File: src/rtl/general_pack.sv
// general_pack: shared types and helpers for the Avalon-ST message framer.
//   framer_sm_t          - framer FSM state encoding (IDLE, IN_MSG)
//   empty_from_remaining - number of unused bytes in a beat carrying
//                          'remaining' bytes; 0 when the beat is full
package general_pack;

  typedef enum logic {IDLE, IN_MSG} framer_sm_t;

  function automatic int unsigned empty_from_remaining(
    input int unsigned remaining,
    input int unsigned bytes_per_beat
  );
    return (remaining >= bytes_per_beat) ? 0 : bytes_per_beat - remaining;
  endfunction

endpackage

File: src/rtl/avalon_st_if.sv
// avalon_st_if: Avalon-ST beat bundle.
//   data/valid/sop/eop/empty driven by the master, rdy driven by the slave.
interface avalon_st_if #(
  parameter int DATA_WIDTH_IN_BYTES = 16
);
  localparam int EMPTY_W = (DATA_WIDTH_IN_BYTES > 1) ? $clog2(DATA_WIDTH_IN_BYTES) : 1;

  logic [8*DATA_WIDTH_IN_BYTES-1:0] data;
  logic                             valid;
  logic                             rdy;
  logic                             sop;
  logic                             eop;
  logic [EMPTY_W-1:0]               empty;

  modport master (output data, valid, sop, eop, empty, input rdy);
  modport slave  (input data, valid, sop, eop, empty, output rdy);
endinterface

File: src/rtl/avalon_msg_framer_out_stage.sv
// avalon_st_out_stage: single Avalon-ST output register.
//   load/load_*  : new beat, only asserted when accept=1
//   accept       : register can take a beat this cycle (!valid | out_rdy)
//   out_*        : registered beat; all fields read 0 while out_valid=0
//   Bytes 0..load_empty-1 of the loaded data are zeroed.
//   rst: asynchronous, active-high.
module avalon_st_out_stage #(
  parameter int DATA_WIDTH_IN_BYTES = 16,
  parameter int EMPTY_W             = 4
) (
  input  logic                             clk,
  input  logic                             rst,
  input  logic                             load,
  input  logic [8*DATA_WIDTH_IN_BYTES-1:0] load_data,
  input  logic                             load_sop,
  input  logic                             load_eop,
  input  logic [EMPTY_W-1:0]               load_empty,
  input  logic                             out_rdy,
  output logic                             accept,
  output logic [8*DATA_WIDTH_IN_BYTES-1:0] out_data,
  output logic                             out_valid,
  output logic                             out_sop,
  output logic                             out_eop,
  output logic [EMPTY_W-1:0]               out_empty
);

  logic [8*DATA_WIDTH_IN_BYTES-1:0] masked;
  logic [8*DATA_WIDTH_IN_BYTES-1:0] data_q;
  logic                             valid_q;
  logic                             sop_q;
  logic                             eop_q;
  logic [EMPTY_W-1:0]               empty_q;

  assign accept = !valid_q || out_rdy;

  always_comb begin
    masked = load_data;
    for (int unsigned i = 0; i < DATA_WIDTH_IN_BYTES; i++) begin
      if (i < 32'(load_empty)) masked[i*8 +: 8] = '0;
    end
  end

  // A drain and a load in the same cycle keep valid high with the new beat.
  always_ff @(posedge clk or posedge rst) begin
    if (rst) begin
      valid_q <= 1'b0;
      data_q  <= '0;
      sop_q   <= 1'b0;
      eop_q   <= 1'b0;
      empty_q <= '0;
    end else if (load) begin
      valid_q <= 1'b1;
      data_q  <= masked;
      sop_q   <= load_sop;
      eop_q   <= load_eop;
      empty_q <= load_empty;
    end else if (out_rdy) begin
      valid_q <= 1'b0;
    end
  end

  assign out_valid = valid_q;
  assign out_data  = valid_q ? data_q  : '0;
  assign out_sop   = valid_q & sop_q;
  assign out_eop   = valid_q & eop_q;
  assign out_empty = valid_q ? empty_q : '0;

endmodule

File: src/rtl/avalon_msg_framer.sv
// avalon_msg_framer: frames an unframed word stream into Avalon-ST messages.
//   msg_len/len_valid/len_rdy   : per-message byte length
//   raw_data/raw_valid/raw_rdy  : payload words
//   framed_msg (master)         : sop/eop/empty-framed beats, invalid bytes zeroed
//   zero_len_error              : one-cycle pulse after a rejected zero length
//   busy                        : message in progress
//   msg_count (only with AVALON_FRAMER_MSG_COUNT_EN defined): eop handshakes seen
//   rst: asynchronous, active-high.
module avalon_msg_framer
  import general_pack::*;
#(
  parameter int DATA_WIDTH_IN_BYTES = 16,
  parameter int LEN_WIDTH           = 16
) (
  input  logic                             clk,
  input  logic                             rst,
  input  logic [LEN_WIDTH-1:0]             msg_len,
  input  logic                             len_valid,
  output logic                             len_rdy,
  input  logic [8*DATA_WIDTH_IN_BYTES-1:0] raw_data,
  input  logic                             raw_valid,
  output logic                             raw_rdy,
  avalon_st_if.master                      framed_msg,
  output logic                             zero_len_error,
  output logic                             busy
`ifdef AVALON_FRAMER_MSG_COUNT_EN
  ,
  output logic [31:0]                      msg_count
`endif
);

  localparam int EMPTY_W = (DATA_WIDTH_IN_BYTES > 1) ? $clog2(DATA_WIDTH_IN_BYTES) : 1;
  localparam logic [LEN_WIDTH-1:0] BEAT_BYTES = LEN_WIDTH'(DATA_WIDTH_IN_BYTES);

  framer_sm_t         state, state_nxt;
  logic [LEN_WIDTH-1:0] remaining;
  logic               first;
  logic               last;
  logic               len_accept;
  logic               zero_len;
  logic               raw_load;
  logic               stage_accept;
  logic [EMPTY_W-1:0] beat_empty;

  assign last       = (remaining <= BEAT_BYTES);
  assign beat_empty = EMPTY_W'(empty_from_remaining(32'(remaining), 32'(DATA_WIDTH_IN_BYTES)));

  always_comb begin
    state_nxt  = state;
    len_rdy    = 1'b0;
    raw_rdy    = 1'b0;
    busy       = 1'b0;
    len_accept = 1'b0;
    zero_len   = 1'b0;
    raw_load   = 1'b0;
    case (state)
      IDLE: begin
        len_rdy = !rst;
        if (len_valid) begin
          if (msg_len == '0) begin
            zero_len = 1'b1;
          end else begin
            len_accept = 1'b1;
            state_nxt  = IN_MSG;
          end
        end
      end
      IN_MSG: begin
        busy     = 1'b1;
        raw_rdy  = stage_accept;
        raw_load = raw_valid && stage_accept;
        if (raw_load && last) state_nxt = IDLE;
      end
      default: state_nxt = IDLE;
    endcase
  end

  always_ff @(posedge clk or posedge rst) begin
    if (rst) begin
      state          <= IDLE;
      remaining      <= '0;
      first          <= 1'b0;
      zero_len_error <= 1'b0;
    end else begin
      state          <= state_nxt;
      zero_len_error <= zero_len;
      if (len_accept) begin
        remaining <= msg_len;
        first     <= 1'b1;
      end else if (raw_load) begin
        first     <= 1'b0;
        remaining <= (remaining > BEAT_BYTES) ? remaining - BEAT_BYTES : '0;
      end
    end
  end

  logic [8*DATA_WIDTH_IN_BYTES-1:0] st_data;
  logic                             st_valid;
  logic                             st_sop;
  logic                             st_eop;
  logic [EMPTY_W-1:0]               st_empty;

  avalon_st_out_stage #(
    .DATA_WIDTH_IN_BYTES(DATA_WIDTH_IN_BYTES),
    .EMPTY_W            (EMPTY_W)
  ) u_out_stage (
    .clk       (clk),
    .rst       (rst),
    .load      (raw_load),
    .load_data (raw_data),
    .load_sop  (first),
    .load_eop  (last),
    .load_empty(beat_empty),
    .out_rdy   (framed_msg.rdy),
    .accept    (stage_accept),
    .out_data  (st_data),
    .out_valid (st_valid),
    .out_sop   (st_sop),
    .out_eop   (st_eop),
    .out_empty (st_empty)
  );

  assign framed_msg.data  = st_data;
  assign framed_msg.valid = st_valid;
  assign framed_msg.sop   = st_sop;
  assign framed_msg.eop   = st_eop;
  assign framed_msg.empty = st_empty;

`ifdef AVALON_FRAMER_MSG_COUNT_EN
  always_ff @(posedge clk or posedge rst) begin
    if (rst) msg_count <= '0;
    else if (st_valid && framed_msg.rdy && st_eop) msg_count <= msg_count + 32'd1;
  end
`endif

endmodule
File: src/flat_wrapper.sv
// flat-port wrapper written by rule: the top's interface ports become plain ports
module avalon_msg_framer_flat import general_pack::*;
#(
  parameter int DATA_WIDTH_IN_BYTES = 16,
  parameter int LEN_WIDTH           = 16
)
  (clk, rst, msg_len, len_valid, len_rdy, raw_data, raw_valid, raw_rdy, zero_len_error, busy, framed_msg_data, framed_msg_valid, framed_msg_sop, framed_msg_eop, framed_msg_empty, framed_msg_rdy);
  avalon_st_if #(.DATA_WIDTH_IN_BYTES(DATA_WIDTH_IN_BYTES)) framed_msg_i ();
  input  logic clk;
  input  logic rst;
  input  logic [LEN_WIDTH-1:0] msg_len;
  input  logic len_valid;
  output logic len_rdy;
  input  logic [8*DATA_WIDTH_IN_BYTES-1:0] raw_data;
  input  logic raw_valid;
  output logic raw_rdy;
  output logic zero_len_error;
  output logic busy;
  output wire logic [$bits(framed_msg_i.data)-1:0] framed_msg_data;
  output wire logic [$bits(framed_msg_i.valid)-1:0] framed_msg_valid;
  output wire logic [$bits(framed_msg_i.sop)-1:0] framed_msg_sop;
  output wire logic [$bits(framed_msg_i.eop)-1:0] framed_msg_eop;
  output wire logic [$bits(framed_msg_i.empty)-1:0] framed_msg_empty;
  input wire logic [$bits(framed_msg_i.rdy)-1:0] framed_msg_rdy;
  assign framed_msg_data = framed_msg_i.data;
  assign framed_msg_valid = framed_msg_i.valid;
  assign framed_msg_sop = framed_msg_i.sop;
  assign framed_msg_eop = framed_msg_i.eop;
  assign framed_msg_empty = framed_msg_i.empty;
  assign framed_msg_i.rdy = framed_msg_rdy;
  avalon_msg_framer #(.DATA_WIDTH_IN_BYTES(DATA_WIDTH_IN_BYTES), .LEN_WIDTH(LEN_WIDTH)) u_core (.clk(clk), .rst(rst), .msg_len(msg_len), .len_valid(len_valid), .len_rdy(len_rdy), .raw_data(raw_data), .raw_valid(raw_valid), .raw_rdy(raw_rdy), .framed_msg(framed_msg_i), .zero_len_error(zero_len_error), .busy(busy));
endmodule
File: config.mk
export PLATFORM = sky130hd
export DESIGN_NAME = avalon_msg_framer_flat
export DESIGN_NICKNAME = d
export VERILOG_FILES = /design/src/rtl/general_pack.sv /design/src/rtl/avalon_st_if.sv /design/src/rtl/avalon_msg_framer_out_stage.sv /design/src/rtl/avalon_msg_framer.sv /design/src/flat_wrapper.sv
export SDC_FILE = /design/constraint.sdc
export NUM_CORES = 1
export LEC_CHECK = 0
export ABC_AREA = 1
export CAP_MARGIN = 20
export CORE_AREA = 5 5 146 148
export CTS_BUF_LIST = sky130_fd_sc_hd__clkbuf_2 sky130_fd_sc_hd__clkbuf_4 sky130_fd_sc_hd__clkbuf_8
export DETAILED_ROUTE_END_ITERATION = 16
export DIE_AREA = 0 0 151 153
export PLACE_DENSITY = 0.73
export SYNTH_ARGS = -nofsm -noshare
export SYNTH_HDL_FRONTEND = slang
export SYNTH_SLANG_ARGS = --single-unit
File: constraint.sdc
create_clock -name clk -period 8.18 [get_ports clk]
set_clock_uncertainty 0.05 [all_clocks]
set_input_delay 2.045 -clock clk [delete_from_list [all_inputs] [get_ports clk]]
set_output_delay 2.045 -clock clk [all_outputs]
set_load 0.02 [all_outputs]
==> flow_metrics.env <==
export IMPL_cts_tree="built"
export IMPL_synth_yosys_warnings=0
export IMPL_core_area_sq_mm=0.0199
export IMPL_routed_wl_um=24300
export IMPL_cellPowerDensity_mw_per_mm2=248
export IMPL_cts_hold_buf=0
export IMPL_ios=288
export IMPL_vias=7708
export IMPL_holdWs_ns=0.432
export IMPL_first_global_vias=7321
export IMPL_synth_cells=1121
export IMPL_grt_start_max_net_pins=89
export IMPL_final_cell_mix="nand2_1, clkdlybuf4s50_1, inv_1"
export IMPL_path_max_fanout=2
export IMPL_holdCritPathClass="reg -> reg"
export IMPL_start_util=0.393
export IMPL_irDropWorstVdd_mv=0.116
export IMPL_cp_start_kind="primary input"
export IMPL_viasPerCell=4.62
export IMPL_yosysSeqAreaShare=0.492
export IMPL_power_frac_clock=0.203
export IMPL_synth_area_sq_mm=0.00783
export IMPL_synth_edff_count=0
export IMPL_insertion_delay_ns=0.45
export IMPL_htree_levels=4
export IMPL_fp_dieH_um=153
export IMPL_yosys_cell_types_count=23
export IMPL_antenna_found_initial=0
export IMPL_ys_seq_elements=154
export IMPL_dieArea_sq_mm=0.0231
export IMPL_clock_sink_count=154
export IMPL_fin_ws_ns=2.61
export IMPL_dp_slack_ns=2.60
export IMPL_switchingPower_mw=1.09
export IMPL_cts_resized_gates=0
export IMPL_p_int_mw=1.72
export IMPL_nets=1538
export IMPL_cts_max_path_buffers=2
export IMPL_p_leak_nw=6.37
export IMPL_fin_crit_sh=0.681
export IMPL_p_comb_frac=0.403
export IMPL_outcome="finished, final reports clean"
export IMPL_path_clk_slew_ns=0.08
export IMPL_gp_congestion=0.794
export IMPL_slew_violations=0
export IMPL_synth_top_area_share=0.492
export IMPL_io_buffer_count=287
export IMPL_drt_pass1_iter_count=5
export IMPL_path_class="in -> out"
export IMPL_crit_required_ns=6.09
export IMPL_numCtsBuffers=17
export IMPL_async_flop_share=1.00
export IMPL_worstMarginPinSlew_ns=0.920
export IMPL_final_min_clock_period_ns=5.57
export IMPL_die_w_um=151
export IMPL_ant_nets=0
export IMPL_syn_avg_cell_area_sq_um=6.99
export IMPL_grtUsageTotal=0.209
export IMPL_drv_cap=0
export IMPL_stdcell_count=1669
export IMPL_initialDrtViolationCount=557
export IMPL_r2r_start="u_core.u_out_stage.out_valid"
export IMPL_setup_violations=0
export IMPL_switching_share=0.388
export IMPL_crit_path_start="framed_msg_rdy"
export IMPL_wire_per_inst_um=14.5
export IMPL_grt_pass1_wl_um=38600
export IMPL_max_slew_margin_rel=0.387
export IMPL_syn2layout_area_growth_pct=44.4
export IMPL_synthFlopType="dfrtp_1"
export IMPL_final_common_cell="nand2_1"
export IMPL_max_freq_mhz=179
export IMPL_drive_gt1_frac=0.0372
export IMPL_rsz0062_at_grt="false"
export IMPL_synth_top_area_cell="dfrtp_1"
export IMPL_postCtsSetupBuffers=0
export IMPL_root_buffer="clkbuf_8"
export IMPL_worstPathArrival_ns=3.48
export IMPL_synthTopCellsByArea="dfrtp_1, nand2_1, inv_1"
export IMPL_dp_hpwl_um=17500
export IMPL_hold_start="u_core.u_out_stage.data_q[93]"
export IMPL_dp_cells=1637
export IMPL_syn_num_nets=1273
export IMPL_post_route_drc_count=0
export IMPL_hold_viol=0
export IMPL_power_frac_seq=0.394
export IMPL_place_area_sq_mm=0.0109
export IMPL_critPathCaptureType="output port"
export IMPL_antenna_cells=0
export IMPL_overflow=0
export IMPL_finalSetupTns_ns=0
export IMPL_stdcell_area_sq_mm=0.0113
export IMPL_num_rows=52
[worst max-delay path: stages]
cell,delay (ns)
clkdlybuf4s50_1,0.46
inv_1,0.05
a21oi_1,0.25
clkdlybuf4s50_1,0.67
[cell families after synthesis]
group,count (synthesis),synth area share
AO/OA/AOI/OAI,39,0.0268
XOR/XNOR,11,0.0123
adder cells (fa/ha/maj),3,0.00479
buffers and inverters,245,0.120
flip-flops,154,0.492
AND/OR/NAND/NOR,669,0.344
[path summary, 6_finish.rpt]
kind,end,slack [ns],cells after the start
max,raw_rdy,2.61,4
min,u_core.u_out_stage.data_q[93],0.43,2
max reg2reg,u_core.u_out_stage.data_q[51],5.18,7
min reg2reg,u_core.u_out_stage.data_q[93],0.43,2
max in group asynchronous,u_core.u_out_stage.data_q[86],4.56,3
min in group asynchronous,u_core.zero_len_error,2.09,2
[stage by stage]
| stage | power (mW) | utilization |
|---|---|---|
| 3_3_place_gp | 2.23 | 0.548 |
| 4_1_cts | 2.84 | 0.568 |
| 5_1_grt | 3.02 | 0.568 |
| 3_5_place_dp | 2.26 | 0.549 |
| 2_1_floorplan | 1.77 | - |
| 6_report | 2.81 | 0.568 |
[cells in the mapped netlist, types with 4 or more instances]
cell,number
a21oi_1,4
buf_1,9
buf_2,17
clkbuf_1,22
dfrtp_1,154
inv_1,195
nand2_1,495
nand3_1,91
nand4_1,12
nor2_1,59
nor2_2,4
nor3_1,4
o21ai_0,26
xnor2_1,5
xor2_1,6
[sequential cells by signal (all words and copies together), names as in the netlist]
signal,cells
u_core.u_out_stage.sop_q,1
u_core.zero_len_error,1
u_core.u_out_stage.out_valid,1
u_core.remaining,16
u_core.state,1
u_core.u_out_stage.data_q,128
u_core.first,1
u_core.u_out_stage.empty_q,4
u_core.u_out_stage.eop_q,1
[routing by layer]
layer	routed length [um]	share of wire	GRT usage
met2	11800	0.49	0.346
met4	634	0.026	0.0717
met5	0	0	0
met3	1770	0.073	0.0474
met1	10000	0.41	0.271
[power by group through the flow]
stage	clock (mW)	sequential, mW	combinational (mW)
6_report	0.570	1.11	1.13
5_1_grt	0.623	1.14	1.26
4_1_cts	0.587	1.11	1.15
3_5_place_dp	0	1.12	1.14
3_3_place_gp	0	1.11	1.12
2_1_floorplan	0	1.07	0.703
[layout make-up]
cell class / instances / area, sq um
tap: 270 / 338
inverter: 197 / 744
multi-input combinational: 722 / 3050
timing repair buffer: 294 / 2940
sequential: 154 / 3860
clock inverter: 12 / 115
clock buffer: 20 / 275
fill: 1923 / 8590
No activity file was read; power rests on OpenSTA's default activity.
